### src/rtl/fp_pkg.sv
// ---------------------------------------------------------------------------
// fp_pkg
// Shared definitions for the sequential single-precision subtractor:
//   - field widths and exponent constants for IEEE-754 single precision
//   - fp32_t : packed field view {sign, exp, man} of a 32-bit float
//   - state_t : FSM state encoding of fp_sub_seq
//   - is_zero() : true for +/-0.0 (no hidden bit)
// ---------------------------------------------------------------------------
package fp_pkg;

   localparam int EXP_W  = 8;
   localparam int MAN_W  = 23;
   localparam int FP_W   = 1 + EXP_W + MAN_W;
   localparam int WORK_W = MAN_W + 1;      // mantissa including hidden bit
   localparam int BIAS   = 127;

   localparam logic [EXP_W-1:0] EXP_MAX = '1;                 // 255
   localparam logic [EXP_W-1:0] EXP_TOP = EXP_MAX - 1'b1;     // 254, largest finite
   localparam logic [EXP_W-1:0] EXP_ONE = 1;
   localparam logic [FP_W-1:0]  ZERO    = '0;

   typedef struct packed {
      logic             sign;
      logic [EXP_W-1:0] exp;
      logic [MAN_W-1:0] man;
   } fp32_t;

   typedef enum logic [2:0] {
      IDLE,
      ALIGN,
      ADD,
      NORM,
      DONE
   } state_t;

   function automatic logic is_zero(input fp32_t x);
      return (x.exp == '0) && (x.man == '0);
   endfunction

endpackage

### src/rtl/fp_align_shift.sv
// ---------------------------------------------------------------------------
// fp_align_shift
// Combinational operand alignment for the subtractor's ALIGN state.
// Orders the two operands by magnitude ({exp,man}), attaches the hidden bit
// (none for a zero operand) and right-shifts the smaller mantissa by the
// exponent difference. Shifts of WORK_W or more saturate to zero; bits
// shifted out are simply dropped (truncation).
// Ports:
//   a, b    in  operands (b already sign-flipped by the caller)
//   sign_l  out sign of the larger-magnitude operand
//   sign_s  out sign of the smaller-magnitude operand
//   exp_l   out exponent of the larger operand
//   man_l   out larger mantissa with hidden bit
//   man_s   out smaller mantissa with hidden bit, aligned to exp_l
// ---------------------------------------------------------------------------
module fp_align_shift
   import fp_pkg::*;
(
   input  fp32_t             a,
   input  fp32_t             b,
   output logic              sign_l,
   output logic              sign_s,
   output logic [EXP_W-1:0]  exp_l,
   output logic [WORK_W-1:0] man_l,
   output logic [WORK_W-1:0] man_s
);

   localparam logic [EXP_W-1:0] SHIFT_SAT = EXP_W'(WORK_W);

   fp32_t              l_op;
   fp32_t              s_op;
   logic               swap;
   logic [EXP_W-1:0]   diff;
   logic [WORK_W-1:0]  man_s_full;

   // NOTE: every variable is assigned unconditionally before any branch, so
   // this block stays purely combinational and no latch is inferred.
   always_comb begin
      // On equal magnitude a stays the larger operand.
      swap       = {b.exp, b.man} > {a.exp, a.man};
      l_op       = swap ? b : a;
      s_op       = swap ? a : b;
      diff       = l_op.exp - s_op.exp;

      sign_l     = l_op.sign;
      sign_s     = s_op.sign;
      exp_l      = l_op.exp;
      man_l      = is_zero(l_op) ? '0 : {1'b1, l_op.man};
      man_s_full = is_zero(s_op) ? '0 : {1'b1, s_op.man};
      man_s      = (diff >= SHIFT_SAT) ? '0 : (man_s_full >> diff);
   end

endmodule

### src/rtl/fp_sub_seq.sv
// ---------------------------------------------------------------------------
// fp_sub_seq
// Multi-cycle IEEE-754 single-precision subtractor, result = a - b.
// Computed as a + (-b); normalisation shifts one bit per cycle in NORM.
// done and result are registered on the clock edge that leaves DONE, so done
// is a one-cycle pulse while the FSM is already back in IDLE.
// Latency from the edge sampling start to the done-high cycle:
//   3 for a zero sum, 4 + k otherwise (k = left shifts, 0..23).
// Ports:
//   clk     in  rising-edge clock
//   rst     in  synchronous active-high reset; aborts any operation
//   start   in  request pulse, sampled only in IDLE
//   a       in  minuend (IEEE-754 single)
//   b       in  subtrahend (IEEE-754 single)
//   busy    out high in every state except IDLE
//   done    out one-cycle pulse, result valid from this cycle
//   result  out a - b, held until the next done
// ---------------------------------------------------------------------------
module fp_sub_seq
   import fp_pkg::*;
(
   input  logic            clk,
   input  logic            rst,
   input  logic            start,
   input  logic [FP_W-1:0] a,
   input  logic [FP_W-1:0] b,
   output logic            busy,
   output logic            done,
   output logic [FP_W-1:0] result
);

   state_t              state;
   state_t              next_state;

   // Working datapath registers
   fp32_t               op_a;
   fp32_t               op_b;
   logic                sign_w;
   logic                sign_s;
   logic [EXP_W-1:0]    exp_w;
   logic [WORK_W-1:0]   man_l_r;
   logic [WORK_W-1:0]   man_s_r;
   logic [WORK_W:0]     sum_r;       // bit WORK_W is the addition carry

   // Alignment results
   logic                al_sign_l;
   logic                al_sign_s;
   logic [EXP_W-1:0]    al_exp_l;
   logic [WORK_W-1:0]   al_man_l;
   logic [WORK_W-1:0]   al_man_s;

   logic [WORK_W:0]     add_sum;
   logic                norm_carry;
   logic                norm_ok;
   logic                norm_underflow;

   fp_align_shift u_align (
      .a      (op_a),
      .b      (op_b),
      .sign_l (al_sign_l),
      .sign_s (al_sign_s),
      .exp_l  (al_exp_l),
      .man_l  (al_man_l),
      .man_s  (al_man_s)
   );

   // Magnitude add/subtract of the aligned mantissas; mL >= mS so the
   // difference never goes negative.
   always_comb begin
      if (sign_w == sign_s)
         add_sum = {1'b0, man_l_r} + {1'b0, man_s_r};
      else
         add_sum = {1'b0, man_l_r} - {1'b0, man_s_r};
   end

   // Normalisation decisions for the current NORM cycle.
   always_comb begin
      norm_carry     = sum_r[WORK_W];
      norm_ok        = sum_r[WORK_W-1];
      // A further left shift would take the exponent below 1.
      norm_underflow = !norm_carry && !norm_ok && (exp_w <= EXP_ONE);
   end

   // ---------------- FSM: state register ----------------
   always_ff @(posedge clk) begin
      if (rst)
         state <= IDLE;
      else
         state <= next_state;
   end

   // ---------------- FSM: next-state logic ----------------
   always_comb begin
      next_state = state;
      case (state)
         IDLE:    if (start) next_state = ALIGN;
         ALIGN:   next_state = ADD;
         ADD:     next_state = (add_sum == '0) ? DONE : NORM;
         NORM:    if (norm_carry || norm_ok || norm_underflow) next_state = DONE;
         DONE:    next_state = IDLE;
         default: next_state = IDLE;
      endcase
   end

   // ---------------- FSM: outputs ----------------
   always_comb begin
      busy = (state != IDLE);
   end

   // Datapath. A reset abandons the operation and IDLE reloads every register
   // before it is read again, so these need no reset.
   // NOTE: sequential state uses non-blocking assignments so every register
   // samples the values from before this clock edge.
   always_ff @(posedge clk) begin
      case (state)
         IDLE: begin
            if (start) begin
               op_a <= fp32_t'(a);
               op_b <= fp32_t'({~b[FP_W-1], b[FP_W-2:0]});
            end
         end
         ALIGN: begin
            sign_w  <= al_sign_l;
            sign_s  <= al_sign_s;
            exp_w   <= al_exp_l;
            man_l_r <= al_man_l;
            man_s_r <= al_man_s;
         end
         ADD: begin
            if (add_sum == '0) begin
               // Exact cancellation always yields positive zero.
               sign_w <= 1'b0;
               exp_w  <= '0;
               sum_r  <= '0;
            end else begin
               sum_r  <= add_sum;
            end
         end
         NORM: begin
            if (norm_carry) begin
               if (exp_w == EXP_TOP) begin
                  exp_w <= EXP_MAX;          // overflow to signed infinity
                  sum_r <= '0;
               end else begin
                  exp_w <= exp_w + EXP_ONE;
                  sum_r <= sum_r >> 1;
               end
            end else if (!norm_ok) begin
               if (norm_underflow) begin
                  exp_w <= '0;               // flush to signed zero
                  sum_r <= '0;
               end else begin
                  exp_w <= exp_w - EXP_ONE;
                  sum_r <= sum_r << 1;
               end
            end
         end
         default: ;
      endcase
   end

   // Output registers: only the DONE state updates them.
   always_ff @(posedge clk) begin
      if (rst) begin
         done   <= 1'b0;
         result <= ZERO;
      end else begin
         done <= (state == DONE);
         if (state == DONE)
            result <= {sign_w, exp_w, sum_r[MAN_W-1:0]};
      end
   end

endmodule

### config.mk
export PLATFORM = sky130hd
export DESIGN_NAME = fp_sub_seq
export DESIGN_NICKNAME = d
export VERILOG_FILES = /design/src/rtl/fp_pkg.sv /design/src/rtl/fp_align_shift.sv /design/src/rtl/fp_sub_seq.sv
export SDC_FILE = /design/constraint.sdc
export NUM_CORES = 1
export LEC_CHECK = 0
export BUFFER_PORTS_ARGS = -buffer_cell sky130_fd_sc_hd__buf_2
export CORE_MARGIN = 2
export CORE_UTILIZATION = 55
export CTS_CLUSTER_DIAMETER = 50
export CTS_CLUSTER_SIZE = 10
export DETAILED_ROUTE_END_ITERATION = 16
export GPL_TIMING_DRIVEN = 0
export PLACE_DENSITY = 0.77
export SLEW_MARGIN = 10
export SYNTH_ARGS = -nofsm -noshare
export SYNTH_HDL_FRONTEND = slang
export SYNTH_HIERARCHICAL = 1
export SYNTH_SLANG_ARGS = --single-unit
### constraint.sdc
create_clock -name clk -period 4.84 [get_ports clk]
set_input_delay 1.452 -clock clk [delete_from_list [all_inputs] [get_ports clk]]
set_output_delay 1.452 -clock clk [all_outputs]
set_load 0.05 [all_outputs]
==> impl_results.md <==
- Status: finished, violations left
- Violated checks: setup timing
- Syn. warnings: 6
- Max IR drop VDD: roughly 0.00030 V
- FP Rows: 54
- Part of the power in registers: 29.1%
- Max cap viols: 0
- CTS max path bufs: 2
- Largest cells by area after synthesis: edfxtp_1 (36%), ha_1 (6.2%), nand2_1 (6.0%), dfxtp_1 (5.9%), a21oi_1 (4.7%)
- Max-slew violation count: 0
- Hold WS: 453.6 ps
- Antenna Cells: 0
- Via/cell ratio: approximately 6.5
- Setup Crit Path Kind: flip-flop to flip-flop
- Final hold violation count: 0
- Iteration-0 DRC Markers: 1757
- Die area: approximately 23000 sq um
- Worst-path fanout max: 8
- HP Start: result[27]$_SDFFE_PP0P_
- Synthesis-stage register bit count: between 150 and 200
- Worst Max-Slew Pin Slew: between 900 and 1000 ps
- CTS Hold Bufs: 0
- Skew-Pair Late Insertion Delay: ~450 ps
- Slew HR: approximately a third
- Die Y: 153.3 um
- Critical path launch point type: flip-flop
- Vias in the first global route: 11008
- Fill cell count: 1721
- Syn Std Cell Area: between 10000 and 15000 sq um
- CP Data Required Time: roughly 5000 ps
- Switching Share: between 40 and 50%
- Post-Route WL: 39600 um
- Top cell type's share of synthesized area: a little over a third
- Cell repeated most along the worst path: or4_4
- Detailed Place HPWL: slightly below 30000 um
- Final Net Count: about 1600
- Synth async-reset ratio: 0%
- Switch Pwr: between 3000 and 4000 uW
- CTS buffer count: 17
- WP data arrival: 5170 ps
- Sequential area share after synthesis: roughly two fifths
- Crit path max-delay cell type: or4_4
- Initial antenna violation count: 0
- Largest net degree at the start of global routing: 36
- Worst Hold Class: flip-flop to flip-flop
- Comb pwr share: roughly 52%
- Worst slack at placement: -1745 ps
- DRC viols: 0
- Post-Syn Instances: 1309
- Detail Route Antenna Nets: 0
- Core Footprint: 21820 sq um
- Highest Clock Rate: 198.7 MHz
- P_int: approximately 4200 uW
- Share of cells above drive strength 1: between 20% and 30%
- Multi-input gate area: 7119 sq um
- PwrDens: between 500 and 600 nW/um^2
- Lkg Pwr: between 0.005 and 0.006 uW
- CP Capture Type: flip-flop
- Net count after synthesis: 1438
- First-pass GRT wire length: roughly 61000 um
- Setup TNS: -1582 ps
- Commonest cells after routing, fill and taps aside: nand2_1 (188), edfxtp_1 (147), buf_2 (109)
- Routed via count: roughly 12000
- Crit share post-route: 104.0%
- CP cell instances: inv_2, ha_4, or3b_4, or4_4, or4_4, nor2_4, a21oi_2, xor2_1, ha_1, buf_6, a221o_1, or4_1, nand4_1, nand2_1, or4_4, nor4b_4, or2_4
- WL per Instance: around 22 um
- Clock transition at path regs: approximately 70 ps
- Chip Width: around 150 um
- Max stage delay on crit path: 470 ps
- FF/Latch Area: 5135 sq um
- Starting Density: around 56%
- Setup ws final: -191.5 ps
- Fin crit period: 5031 ps
- Worst Skew: 16.72 ps
- Area grow syn2layout: 21.13%
- Clock sink count: 183
- CTS tree: built
- Post-synth EDFFs: around 150
- Yosys cell types: 94
- H-tree depth: 4
- Commonest non-fill, non-tap cell in the layout: nand2_1
- CTS Root Cell: clkbuf_16
- GRT overflow: 0
- Setup crit start: man_s_r[1]$_DFFE_PP_
- Cell taking the most area after synthesis: edfxtp_1
- RSZ-0062 raised after global routing: true
- Reg2Reg Launch Point: man_s_r[1]$_DFFE_PP_
- Global Route Usage Sum: 33.05%
- IO Pins: 101
- Avg Cell Area, Syn: between 9 and 10 sq um
- Port Buffers: around 100
- 1st-pass router iterations: 8
- Routability cong.: approximately 1
- Post-synth top flop: edfxtp_1
- Final setup fails: 10
- Final core occ: between 60% and 70%
- Power share of the clock group: about a fifth
through the flow:
| step | std cells | power, uW | cell area, sq um |
|---|---|---|---|
| after floorplan | 1309 | 4410 | 12260 |
| after global placement | 1688 | 5234 | 13110 |
| after detailed placement | 1694 | 5285 | 13210 |
| after CTS | 1768 | 7155 | 14430 |
| after global routing | 1789 | 7813 | 14840 |
| final | 1789 | 7459 | 14840 |
timing repair:
| item | CTS | global route |
|---|---|---|
| resized for setup | 77 | 56 |
| setup buffers | 45 | 28 |
| endpoints found under the setup margin | 36 | 38 |
| pin swaps | 17 | 19 |
layout make-up:
cell class | count | area share (%)
clock inverters | 15 | 1.020
plain buffers | 63 | 2.242
inverters | 56 | 1.450
repair buffers | 173 | 7.495
multi-input cells | 1002 | 47.97
flip-flops and latches | 183 | 34.60
clock buffers | 17 | 2.866
well taps | 280 | 2.360
path summary, 6_finish.rpt:
path	end	slack, ps	cells after the start
min reg2reg	result[27]$_SDFFE_PP0P_	450	2
max	exp_w[7]$_DFFE_PP_	-190	17
max reg2reg	exp_w[7]$_DFFE_PP_	-190	17
min	result[27]$_SDFFE_PP0P_	450	2
flip-flops by register name, summed over array words and instances, names as in the netlist:
register,flops
sign_w,1
man_l_r,24
sum_r,25
op_b,32
sign_s,1
state,3
result,32
op_a,32
man_s_r,24
exp_w,8
done,1
worst max-delay path, delay by kind of cell (launching register included):
kind / cells / cell delay (ps)
AOI/OAI and AO/OA: 2 / 410
xor gates and xnor gates: 1 / 170
adders and majority gates: 2 / 470
buffers and inverters: 2 / 250
DFF: 1 / 420
and+or+nand+nor: 10 / 3000
metal layers:
metal	vias up	track usage, %	part of all wire, %
li1	5303	-	-
met2	726	53.70	47
met3	119	5.472	9.5
met4	0	12.26	3.5
met5	-	0	0
met1	5536	44.78	40
Yosys cell counts (all sizes together) (5+ instances only):
cell	count
mux2i	16
o21ai	98
a22oi	25
a21oi	120
a211oi	18
nor4	30
nand2	196
o31ai	7
a31oi	13
inv	55
or4	8
buf	27
xor2	28
o22ai	16
nand3	35
and2	10
dfxtp	36
or3	11
a221o	5
a21o	10
clkbuf	41
nand2b	13
nor2b	8
nor3	39
mux4	16
xnor2	25
edfxtp	147
ha	61
a21boi	5
nand4	17
nor2	74
a221oi	9
and3	9
o211ai	14
cell families (layout without fill, tap and decap cells):
| logic type | Yosys count | after routing | share of synthesized area, % |
|---|---|---|---|
| buffers and inverters | 124 | 324 | 4.227 |
| DFF | 183 | 183 | 41.91 |
| and+or+nand+nor | 466 | 466 | 18.59 |
| muxes | 35 | 35 | 4.554 |
| xor gates and xnor gates | 53 | 53 | 3.788 |
| adders and majority gates | 62 | 62 | 6.392 |
| AOI/OAI and AO/OA | 386 | 386 | 20.54 |
power by group through the flow:
stage	logic [uW]	clock network, uW	registers (uW)
floorplan	2260	0	2150
global placement	3020	0	2210
detailed placement	3080	0	2200
CTS	3570	1430	2160
global route	4140	1490	2180
finish	3880	1410	2170
Power figures use the tool's default switching activity.
